===== src/rtl/dma_csr_regfile_pkg.sv =====
// Shared types, register map and read-snapshot packing for the DMA CSR block.
package dma_csr_regfile_pkg;

  localparam logic [31:0] VENUSDMA_CTRLREG_OFFSET = 32'h1ffe_0000;
  localparam logic [5:0]  VENUSDMA_CFG_OFFSET     = 6'h00;
  localparam logic [5:0]  VENUSDMA_SRC_OFFSET     = 6'h08;
  localparam logic [5:0]  VENUSDMA_DST_OFFSET     = 6'h10;
  localparam logic [5:0]  VENUSDMA_LEN_OFFSET     = 6'h18;
  localparam logic [5:0]  VENUSDMA_STAT_OFFSET    = 6'h20;
  localparam logic [5:0]  VENUSDMA_ERRADDR_OFFSET = 6'h28;
  localparam logic [5:0]  VENUSDMA_ERRSRC_OFFSET  = 6'h30;

  localparam logic DMA_MAX_BURST_EN = 1'b1;

  localparam int unsigned CSR_SLOT_W = 64;
  localparam int unsigned CSR_WIN_W  = 8 * CSR_SLOT_W;

  localparam int unsigned STAT_ACTIVE_BIT = 0;
  localparam int unsigned STAT_DONE_BIT   = 1;
  localparam int unsigned STAT_ERROR_BIT  = 2;
  localparam int unsigned STAT_ST_LSB     = 3;

  typedef enum logic [5:0] {
    CSR_CFG     = VENUSDMA_CFG_OFFSET,
    CSR_SRC     = VENUSDMA_SRC_OFFSET,
    CSR_DST     = VENUSDMA_DST_OFFSET,
    CSR_LEN     = VENUSDMA_LEN_OFFSET,
    CSR_STAT    = VENUSDMA_STAT_OFFSET,
    CSR_ERRADDR = VENUSDMA_ERRADDR_OFFSET,
    CSR_ERRSRC  = VENUSDMA_ERRSRC_OFFSET
  } csr_offset_e;

  typedef enum logic [1:0] {
    DMA_ST_IDLE = 2'd0,
    DMA_ST_RUN  = 2'd1,
    DMA_ST_DONE = 2'd2
  } dma_st_t;

  typedef enum logic [1:0] {
    DMA_NO_ERR     = 2'd0,
    DMA_AXI_WR_ERR = 2'd1,
    DMA_AXI_RD_ERR = 2'd2,
    DMA_STREAM_ERR = 2'd3
  } err_src_t;

  typedef struct packed {
    logic        wr_en;
    logic [31:0] waddr;
    logic [31:0] wdata;
    logic        rd_en;
  } csr_req_t;

  typedef struct packed {
    logic [CSR_WIN_W-1:0] rdata;
  } csr_resp_t;

  typedef struct packed {
    logic [31:0] src_addr;
    logic [31:0] num_bytes;
    logic [31:0] dst_addr;
  } s_dma_desc_t;

  typedef struct packed {
    logic        valid;
    err_src_t    src;
    logic [31:0] addr;
  } s_dma_error_t;

  typedef struct packed {
    logic error;
    logic done;
    logic active;
  } s_dma_status_t;

  typedef struct packed {
    logic burst_en;
    logic irq_en;
    logic start;
  } s_dma_cfg_t;

  // Whole-window snapshot; each slot carries 32 valid bits, upper half zero.
  function automatic logic [CSR_WIN_W-1:0] pack_csr_rdata(
    input s_dma_cfg_t    cfg,
    input s_dma_desc_t   desc,
    input s_dma_status_t st,
    input dma_st_t       fsm,
    input logic [31:0]   err_addr,
    input err_src_t      err_src
  );
    logic [CSR_WIN_W-1:0] r;
    r = '0;
    r[0*CSR_SLOT_W +: 32] = {29'd0, cfg.burst_en, cfg.irq_en, cfg.start};
    r[1*CSR_SLOT_W +: 32] = desc.src_addr;
    r[2*CSR_SLOT_W +: 32] = desc.dst_addr;
    r[3*CSR_SLOT_W +: 32] = desc.num_bytes;
    r[4*CSR_SLOT_W +: 32] = {27'd0, fsm, st.error, st.done, st.active};
    r[5*CSR_SLOT_W +: 32] = err_addr;
    r[6*CSR_SLOT_W +: 32] = {30'd0, err_src};
    return r;
  endfunction

endpackage


===== src/rtl/dma_csr_regfile_if.sv =====
// CSR request/response bus between the SoC CSR bridge and the DMA register file.
interface dma_csr_regfile_if;
  import dma_csr_regfile_pkg::*;

  csr_req_t  req;
  csr_resp_t resp;
  logic      rvalid;

  modport master (output req, input resp, input rvalid);
  modport slave  (input req, output resp, output rvalid);
endinterface


===== src/rtl/dma_csr_regfile.sv =====
// DMA CSR register file: descriptor/config/status registers, launch FSM,
// sticky error capture and interrupt generation.
module dma_csr_regfile
  import dma_csr_regfile_pkg::*;
#(
  parameter logic [31:0] BASE_ADDR    = VENUSDMA_CTRLREG_OFFSET,
  parameter logic        BURST_EN_RST = DMA_MAX_BURST_EN
) (
  input  logic                 clk_i,
  input  logic                 rst_ni,
  dma_csr_regfile_if.slave     csr,
  output s_dma_desc_t          dma_desc_o,
  output logic                 dma_go_o,
  output logic                 burst_en_o,
  input  logic                 dma_done_i,
  input  s_dma_error_t         dma_error_i,
  output s_dma_status_t        dma_status_o,
  output logic                 irq_o
);

  dma_st_t              state_q, state_d;
  s_dma_cfg_t           cfg_q, cfg_d;
  s_dma_desc_t          desc_q, desc_d;
  logic                 done_q, done_d;
  logic                 error_q, error_d;
  logic [31:0]          erraddr_q, erraddr_d;
  err_src_t             errsrc_q, errsrc_d;
  logic                 go_q, go_d;
  logic [CSR_WIN_W-1:0] resp_q, resp_d;
  logic                 rvalid_q, rvalid_d;

  logic          hit, running, start_req, w1c_done, w1c_err, run_end;
  logic          wr_cfg, wr_src, wr_dst, wr_len, wr_stat;
  logic [5:0]    off;
  logic [31:0]   wdata;
  s_dma_status_t status;

  // Write decode: window match, offset select and derived control events.
  always_comb begin
    hit       = csr.req.wr_en && (csr.req.waddr[31:6] == BASE_ADDR[31:6]);
    off       = csr.req.waddr[5:0];
    wdata     = csr.req.wdata;
    wr_cfg    = hit && (off == CSR_CFG);
    wr_src    = hit && (off == CSR_SRC);
    wr_dst    = hit && (off == CSR_DST);
    wr_len    = hit && (off == CSR_LEN);
    wr_stat   = hit && (off == CSR_STAT);
    running   = (state_q == DMA_ST_RUN);
    start_req = wr_cfg && wdata[0] && !running;
    w1c_done  = wr_stat && wdata[STAT_DONE_BIT];
    w1c_err   = wr_stat && wdata[STAT_ERROR_BIT];
    run_end   = running && (dma_done_i || dma_error_i.valid);
    status    = '{error: error_q, done: done_q, active: running};
  end

  // Launch FSM next-state and go pulse.
  always_comb begin
    state_d = state_q;
    go_d    = 1'b0;
    unique case (state_q)
      DMA_ST_IDLE, DMA_ST_DONE: begin
        if (start_req) begin
          if (desc_q.num_bytes != 32'd0) begin
            state_d = DMA_ST_RUN;
            go_d    = 1'b1;
          end else begin
            state_d = DMA_ST_DONE;
          end
        end else if ((state_q == DMA_ST_DONE) && w1c_done) begin
          state_d = DMA_ST_IDLE;
        end
      end
      DMA_ST_RUN: begin
        if (run_end) state_d = DMA_ST_DONE;
      end
      default: state_d = DMA_ST_IDLE;
    endcase
  end

  // Register datapath: writes, W1C status, error capture and read snapshot.
  always_comb begin
    cfg_d     = cfg_q;
    desc_d    = desc_q;
    done_d    = done_q;
    error_d   = error_q;
    erraddr_d = erraddr_q;
    errsrc_d  = errsrc_q;
    resp_d    = resp_q;
    rvalid_d  = csr.req.rd_en;

    if (wr_cfg) begin
      cfg_d.irq_en   = wdata[1];
      cfg_d.burst_en = wdata[2];
    end
    cfg_d.start = 1'b0;

    if (!running) begin
      if (wr_src) desc_d.src_addr  = wdata;
      if (wr_dst) desc_d.dst_addr  = wdata;
      if (wr_len) desc_d.num_bytes = wdata;
    end

    // Clears are applied first so that hardware set events take priority.
    if (w1c_done)  done_d = 1'b0;
    if (start_req) done_d = (desc_q.num_bytes == 32'd0);
    if (run_end)   done_d = 1'b1;

    if (w1c_err) error_d = 1'b0;
    if (dma_error_i.valid && (!error_q || w1c_err)) begin
      error_d   = 1'b1;
      erraddr_d = dma_error_i.addr;
      errsrc_d  = dma_error_i.src;
    end

    if (csr.req.rd_en)
      resp_d = pack_csr_rdata(cfg_q, desc_q, status, state_q, erraddr_q, errsrc_q);
  end

  // State registers with asynchronous active-low reset.
  always_ff @(posedge clk_i or negedge rst_ni) begin
    if (!rst_ni) begin
      state_q   <= DMA_ST_IDLE;
      cfg_q     <= '{burst_en: BURST_EN_RST, irq_en: 1'b0, start: 1'b0};
      desc_q    <= '0;
      done_q    <= 1'b0;
      error_q   <= 1'b0;
      erraddr_q <= '0;
      errsrc_q  <= DMA_NO_ERR;
      go_q      <= 1'b0;
      resp_q    <= '0;
      rvalid_q  <= 1'b0;
    end else begin
      state_q   <= state_d;
      cfg_q     <= cfg_d;
      desc_q    <= desc_d;
      done_q    <= done_d;
      error_q   <= error_d;
      erraddr_q <= erraddr_d;
      errsrc_q  <= errsrc_d;
      go_q      <= go_d;
      resp_q    <= resp_d;
      rvalid_q  <= rvalid_d;
    end
  end

  assign csr.resp.rdata = resp_q;
  assign csr.rvalid     = rvalid_q;
  assign dma_desc_o     = desc_q;
  assign dma_go_o       = go_q;
  assign burst_en_o     = cfg_q.burst_en;
  assign dma_status_o   = status;
  assign irq_o          = cfg_q.irq_en & (done_q | error_q);

endmodule

===== src/flat_wrapper.sv =====
// flat-port wrapper written by rule: the top's interface ports become plain ports
module dma_csr_regfile_flat import dma_csr_regfile_pkg::*;
#(
  parameter logic [31:0] BASE_ADDR    = VENUSDMA_CTRLREG_OFFSET,
  parameter logic        BURST_EN_RST = DMA_MAX_BURST_EN
)
  (clk_i, rst_ni, dma_desc_o, dma_go_o, burst_en_o, dma_done_i, dma_error_i, dma_status_o, irq_o, csr_req, csr_resp, csr_rvalid);
  dma_csr_regfile_if csr_i ();
  input  logic clk_i;
  input  logic rst_ni;
  output s_dma_desc_t dma_desc_o;
  output logic dma_go_o;
  output logic burst_en_o;
  input  logic dma_done_i;
  input  s_dma_error_t dma_error_i;
  output s_dma_status_t dma_status_o;
  output logic irq_o;
  input wire logic [$bits(csr_i.req)-1:0] csr_req;
  output wire logic [$bits(csr_i.resp)-1:0] csr_resp;
  output wire logic [$bits(csr_i.rvalid)-1:0] csr_rvalid;
  assign csr_i.req = csr_req;
  assign csr_resp = csr_i.resp;
  assign csr_rvalid = csr_i.rvalid;
  dma_csr_regfile #(.BASE_ADDR(BASE_ADDR), .BURST_EN_RST(BURST_EN_RST)) u_core (.clk_i(clk_i), .rst_ni(rst_ni), .csr(csr_i), .dma_desc_o(dma_desc_o), .dma_go_o(dma_go_o), .burst_en_o(burst_en_o), .dma_done_i(dma_done_i), .dma_error_i(dma_error_i), .dma_status_o(dma_status_o), .irq_o(irq_o));
endmodule

===== config.mk =====
export PLATFORM = sky130hd
export DESIGN_NAME = dma_csr_regfile_flat
export DESIGN_NICKNAME = d
export VERILOG_FILES = /design/src/rtl/dma_csr_regfile_pkg.sv /design/src/rtl/dma_csr_regfile_if.sv /design/src/rtl/dma_csr_regfile.sv /design/src/flat_wrapper.sv
export SDC_FILE = /design/constraint.sdc
export NUM_CORES = 1
export LEC_CHECK = 0
export CORE_AREA = 2 2 277 279
export DETAILED_ROUTE_END_ITERATION = 7
export DIE_AREA = 0 0 279 281
export GPL_ROUTABILITY_DRIVEN = 0
export GPL_TIMING_DRIVEN = 0
export SLEW_MARGIN = 5
export SYNTH_ARGS = -nofsm -noshare
export SYNTH_HDL_FRONTEND = slang
export SYNTH_SLANG_ARGS = --single-unit

===== constraint.sdc =====
create_clock -name clk_i -period 2.85 [get_ports clk_i]
set_input_delay 0.57 -clock clk_i [delete_from_list [all_inputs] [get_ports clk_i]]
set_output_delay 0.57 -clock clk_i [all_outputs]
set_load 0.05 [all_outputs]

==> metrics.cfg <==
[clocking]
clk_transition_reported_paths_ns = 0.06
clock_path_buffers = 3
clk-insertion-delay-late_ns = 0.61
tritoncts = built
total_clock_buffers_created_by_cts = 31
cts_root_buf = sky130_fd_sc_hd__clkbuf_16
tritoncts_num_sinks = 275
cts-htree-levels = 1

[setup_path]
cp_max_fo = 10
worst-endpoint-arrival_ns = 3.20
flop2flop_setup_slack_ns = 0.51
master_of_the_slowest_instance_on_the_critical_path = sky130_fd_sc_hd__clkdlybuf4s50_1
end_of_the_worst_register_to_register_path = u_core.done_q
crit_path_end_kind = flop
timing.critical_path.required_ns = 3.32
critical_path.startpoint_type = primary input
rr_worst_depth = 4
timing.critical_path.max_delay_family = buffers and inverters
worstSetupPathType = in2reg
cell_by_cell_listing_of_the_critical_path = clkdlybuf4s50_1 -> nor4_2 -> nand4_1 -> buf_4 -> clkbuf_2 -> nor4_4 -> buf_12 -> buf_2 -> mux2_2
slowest_cell_delay_on_critical_path_ns = 0.55
worstReg2RegStart = u_core.dma_desc_o[56]
critical_path_buf_inv_count = 5

[hold_path]
min_path_type = reg2reg
hold-path-endpoint = u_core.csr.resp[146]
whs_path_depth = 1
hold_start = u_core.csr.resp[146]

[synthesis]
edff_count_synth = 0
synth_sequential_area_ratio = 0.4910
synthTopCellsByArea = sky130_fd_sc_hd__dfrtp_1, sky130_fd_sc_hd__buf_4, sky130_fd_sc_hd__mux2_2
netlist.top_cell.by_area = sky130_fd_sc_hd__dfrtp_1
most_frequently_used_flop_master_after_synthesis = sky130_fd_sc_hd__dfrtp_1
synth.avg_cell_area_sq_um = 12.25
synthesis.yosys.warnings = 0
post_synth_num_cell_types = 43
synth_top_cell_area_share = 0.4891
syn_area_sq_mm = 0.01402
async_reset_ff_frac = 1.000
postSynthCellCount = 1144
synth_seq_cells = 275

[global_route]
use_met1 = 0.1369
groute.usage.overall = 0.1171
gr-usage-met3 = 0.05038
grt_pass1_wl_mm = 67.59
grt_max_degree = 103
use_met2 = 0.1950
grt_antenna_before_repair = 14
globalRoute.totalOverflow = 0
global_route.peak_usage_layer = met2
first_global_vias = 9555

[place]
io_buffers = 342
post-place-ws_ns = -1.344
place.detailed.hpwl_mm = 38.81
detailed_place.area_sq_mm = 0.02013

[sta]
fin_ws_ns = 0.1205
rsz0062_at_grt = false
fin_crit_ns = 2.730
fin_skew_ns = 0.02139
number_of_pins_with_negative_max_slew_slack_in_the_final_report = 0
max_clock_freq_mhz = 366.4
timing_hold_violations_final = 0
max_slew.worst_pin.slew_ns = 1.140
max-slew-margin-rel = 0.2398
fin_tns_setup_ns = 0
post_route_fraction_of_the_period_consumed_by_the_critical_path = 0.9577
setup_viol = 0

[routing]
dr.first_iter.drc_count = 411
route.detailed.wl_per_inst_um = 16.71
totalWireLength_mm = 48.67
drtAntennaViolNets = 0
detail_route.vias_per_cell = 3.462
vias = 10080
drtPass1Iterations = 4
detail_route.drc_violations = 0

[final_layout]
most-common-layout-cells = sky130_fd_sc_hd__buf_4, sky130_fd_sc_hd__conb_1, sky130_fd_sc_hd__clkdlybuf4s50_1, sky130_fd_sc_hd__dfrtp_1, sky130_fd_sc_hd__mux2_2
area_growth_pct = 52.29
util_after_layout = 0.2830
stdcell_area_sq_mm = 0.02135
most_common_cell_after_layout_fill_and_taps_aside = sky130_fd_sc_hd__buf_4
post_route_cells_drive_above_1_share = 0.3607
final_net_count = 2006

[pwr]
cellPowerDensity_mw_per_mm2 = 476.4
static-leakage-power_nw = 10.32
irDropWorstVdd_uv = 464.8

[die]
core_area_sq_mm = 0.07544
die-height_um = 281
die_x_um = 279
io_pins = 719
die_area_sq_mm = 0.07840
initial_utilization = 0.1858
floorplan.rows = 101

[outcome]
outcome = complete, no violations

[job]
maxCapViolations = 0

[per-layer routing]
layer	part of all wire	wire (um)
met5	0.00082	40
met4	0.024	1178
met3	0.11	5432
met2	0.48	23160
met1	0.39	18860
[worst max-delay path by stage]
stage                             to  cells past startpoint   startpoint
2_1_floorplan  u_core.dma_desc_o[67]                      6  csr_req[34]
3_3_place_gp    u_core.csr.resp[345]                      1       rst_ni
4_1_cts        u_core.dma_desc_o[34]                      9  csr_req[40]
3_5_place_dp   u_core.dma_desc_o[92]                      7  csr_req[40]
6_report       u_core.dma_desc_o[52]                      9  csr_req[40]
5_1_grt        u_core.dma_desc_o[52]                      9  csr_req[40]
[worst register-to-register path, cell delays in order (launching register included)]
cell,delay (ns)
sky130_fd_sc_hd__dfrtp_1,0.44
sky130_fd_sc_hd__nor4_1,0.49
sky130_fd_sc_hd__nand4_1,0.48
sky130_fd_sc_hd__or4_1,0.69
sky130_fd_sc_hd__o211ai_1,0.17
[power by group]
group | switching [mW] | leakage (nW) | internal (mW) | total, mW
Clock | 1.77 | 0.549 | 2.54 | 4.31
Sequential | 0.000164 | 3.46 | 3.90 | 3.91
Combinational | 1.41 | 6.31 | 0.549 | 1.96
Total | 3.18 | 10.3 | 6.99 | 10.2
[logic make-up (layout without fill, tap and decap cells)]
| logic type | after synthesis | count (layout) | share of synthesized area |
|---|---|---|---|
| buffers and inverters | 431 | 840 | 0.2209 |
| DFF | 275 | 275 | 0.4910 |
| AOI/OAI and AO/OA | 77 | 77 | 0.04436 |
| and+or+nand+nor | 125 | 125 | 0.05471 |
| muxes | 235 | 235 | 0.1888 |
| other | 1 | 382 | 0.0002675 |
[state kept, by name, summed over array words and instances (netlist names)]
| register | flops |
|---|---|
| u_core.done_q | 1 |
| u_core.dma_desc_o | 96 |
| u_core.burst_en_o | 1 |
| u_core.dma_go_o | 1 |
| u_core.erraddr_q | 32 |
| u_core.csr.resp | 137 |
| u_core.state_q | 2 |
| u_core.cfg_q | 1 |
| u_core.errsrc_q | 2 |
| u_core.csr.rvalid | 1 |
| u_core.error_q | 1 |
[metrics by stage]
step	hold slack, ns	total power [mW]	instances
floorplan	0.2744	5.569	1518
global placement	0.4878	5.913	2838
detailed placement	0.4945	5.918	2840
CTS	0.4905	10.32	2904
global route	0.5169	10.57	2905
finish	0.5052	10.17	2912
[cells in the mapped netlist, types with 4 or more instances]
library cell	n
sky130_fd_sc_hd__nand2_1	40
sky130_fd_sc_hd__nor4_1	13
sky130_fd_sc_hd__buf_2	6
sky130_fd_sc_hd__o311ai_1	4
sky130_fd_sc_hd__buf_4	378
sky130_fd_sc_hd__o311ai_0	30
sky130_fd_sc_hd__mux2_2	222
sky130_fd_sc_hd__nand2b_1	37
sky130_fd_sc_hd__nand4_1	5
sky130_fd_sc_hd__buf_6	7
sky130_fd_sc_hd__clkbuf_1	37
sky130_fd_sc_hd__dfrtp_1	274
sky130_fd_sc_hd__mux2_1	13
sky130_fd_sc_hd__o211ai_1	35
[cell type report]
class | count | area [sq um]
clock inverter | 18 | 211.5
antenna | 7 | 17.52
timing repair buffer | 352 | 3583
tap | 978 | 1224
multi-input combinational | 812 | 5451
clock buffer | 40 | 879.6
inverter | 1 | 3.754
sequential | 275 | 6883
buffer | 429 | 3095
fill | 7873 | 54090
[what timing repair did]
action	in CTS	in global routing
endpoints found under the setup margin	98	32
endpoints found under the hold margin	74	0
pin swaps	4	1
hold buffers	1	0
gates resized for setup	7	2
gates cloned	0	0
buffers inserted	6	1
Note: power is estimated with default switching activity, not from simulation.
==> RTL change, RTL diff (same settings) <==
`erraddr_q` no longer has a reset.
--- a/src/rtl/dma_csr_regfile.sv
+++ b/src/rtl/dma_csr_regfile.sv
@@ -125,5 +125,4 @@
       done_q    <= 1'b0;
       error_q   <= 1'b0;
-      erraddr_q <= '0;
       errsrc_q  <= DMA_NO_ERR;
       go_q      <= 1'b0;
@@ -136,5 +135,4 @@
       done_q    <= done_d;
       error_q   <= error_d;
-      erraddr_q <= erraddr_d;
       errsrc_q  <= errsrc_d;
       go_q      <= go_d;
@@ -142,4 +140,8 @@
       rvalid_q  <= rvalid_d;
     end
+  end
+
+  always_ff @(posedge clk_i) begin
+    erraddr_q <= erraddr_d;
   end
 
Behaviour: not the same (a bounded check fails within 4 cycles, from zero or initial values and one cycle with rst_ni low; the reset may be asserted at any time).
==> RTL change against the original RTL <==
Count of clock-buffer cells in the layout up 8. Register-to-register slack better by 0.05 ns. Critical path depth unchanged. Synthesized cell count down 15%. Wire length down 18%. Sequential cell count unchanged. Design area down 3.6%. Total power up 3.1%. Synthesized area down 5.7%. Sequential share of layout area up 2.0 points. Final cell count down 5.9%. Setup slack worse by 0.026 ns. Utilization down 1.0 points. Critical path type unchanged. Critical endpoint is now u_core.dma_desc_o[17].
==> RTL change: results (changes against the original RTL) <==
diodes: 0  # -7
routed_wl_um: 40100  # -18%
dp_slack_ns: -1.04  # +0.300 ns
fillers: 7842  # -0.39%
reg2regPathDepth: 5  # +1
comb_power_share_pct: 19.8  # +0.5 points
routedWlPerCell_um: 14.6  # -12%
p_switching_w: 0.00329  # +3.6%
use_met3_pct: 4.34  # -0.70 points
ys_top_cells_by_area: "dfrtp_1 46%, buf_4 21%, mux2_2 17%, edfxtp_1 7.3%, mux2_4 3.4%"
multi_input_area_share_pct: 22.1  # -3.4 points
yosysUniqueCellTypes: 38  # -12%
track_usage_pct: 9.66  # -2.0 points
cpMaxStageDelayCell: "or4b_4"
m1WireLength_um: 16000  # -15%
dr.pass1.iters: 5  # +1
cts.htree.levels: 2  # +1
worstHoldStart: "u_core.erraddr_q[12]"
synth.yosys.seq_area_share_pct: 53.3  # +4.2 points
cp-startpoint: "csr_req[63]"
synth-edff-count: 32  # +32
grt_start_max_net_pins: 99  # -3.9%
status: "finished, final reports clean"
nClkBuffers: 48  # +20%
bufAreaShareNonClock_pct: 32.0  # +0.74 points
-- RTL change: cell families (layout without fill, tap and decap cells) --
kind of cell    after synthesis  after routing  share of synthesized area (%)
buf+inv                     408            823                           23.0
flops                       275            275                           53.3
mux                         238            238                           21.1
simple gates                 41             41                           2.08
compound gates                9              9                          0.511
other cells                   1            375                         0.0284
-- RTL change: what timing repair did --
| action | in CTS | in global routing |
|---|---|---|
| gates cloned | 0 | 1 |
| buffers inserted | 0 | 5 |
| endpoints found under the setup margin | 32 | 63 |
| pin swaps | 0 | 2 |
| hold buffers | 1 | 0 |
| hold endpoints to repair | 52 | 0 |
| gates resized for setup | 4 | 5 |
-- RTL change: critical path, delay by kind of cell --
family | cells | cell delay (ns)
and+or+nand+nor | 4 | 1.37
buffers and inverters | 4 | 0.90
muxes | 1 | 0.30
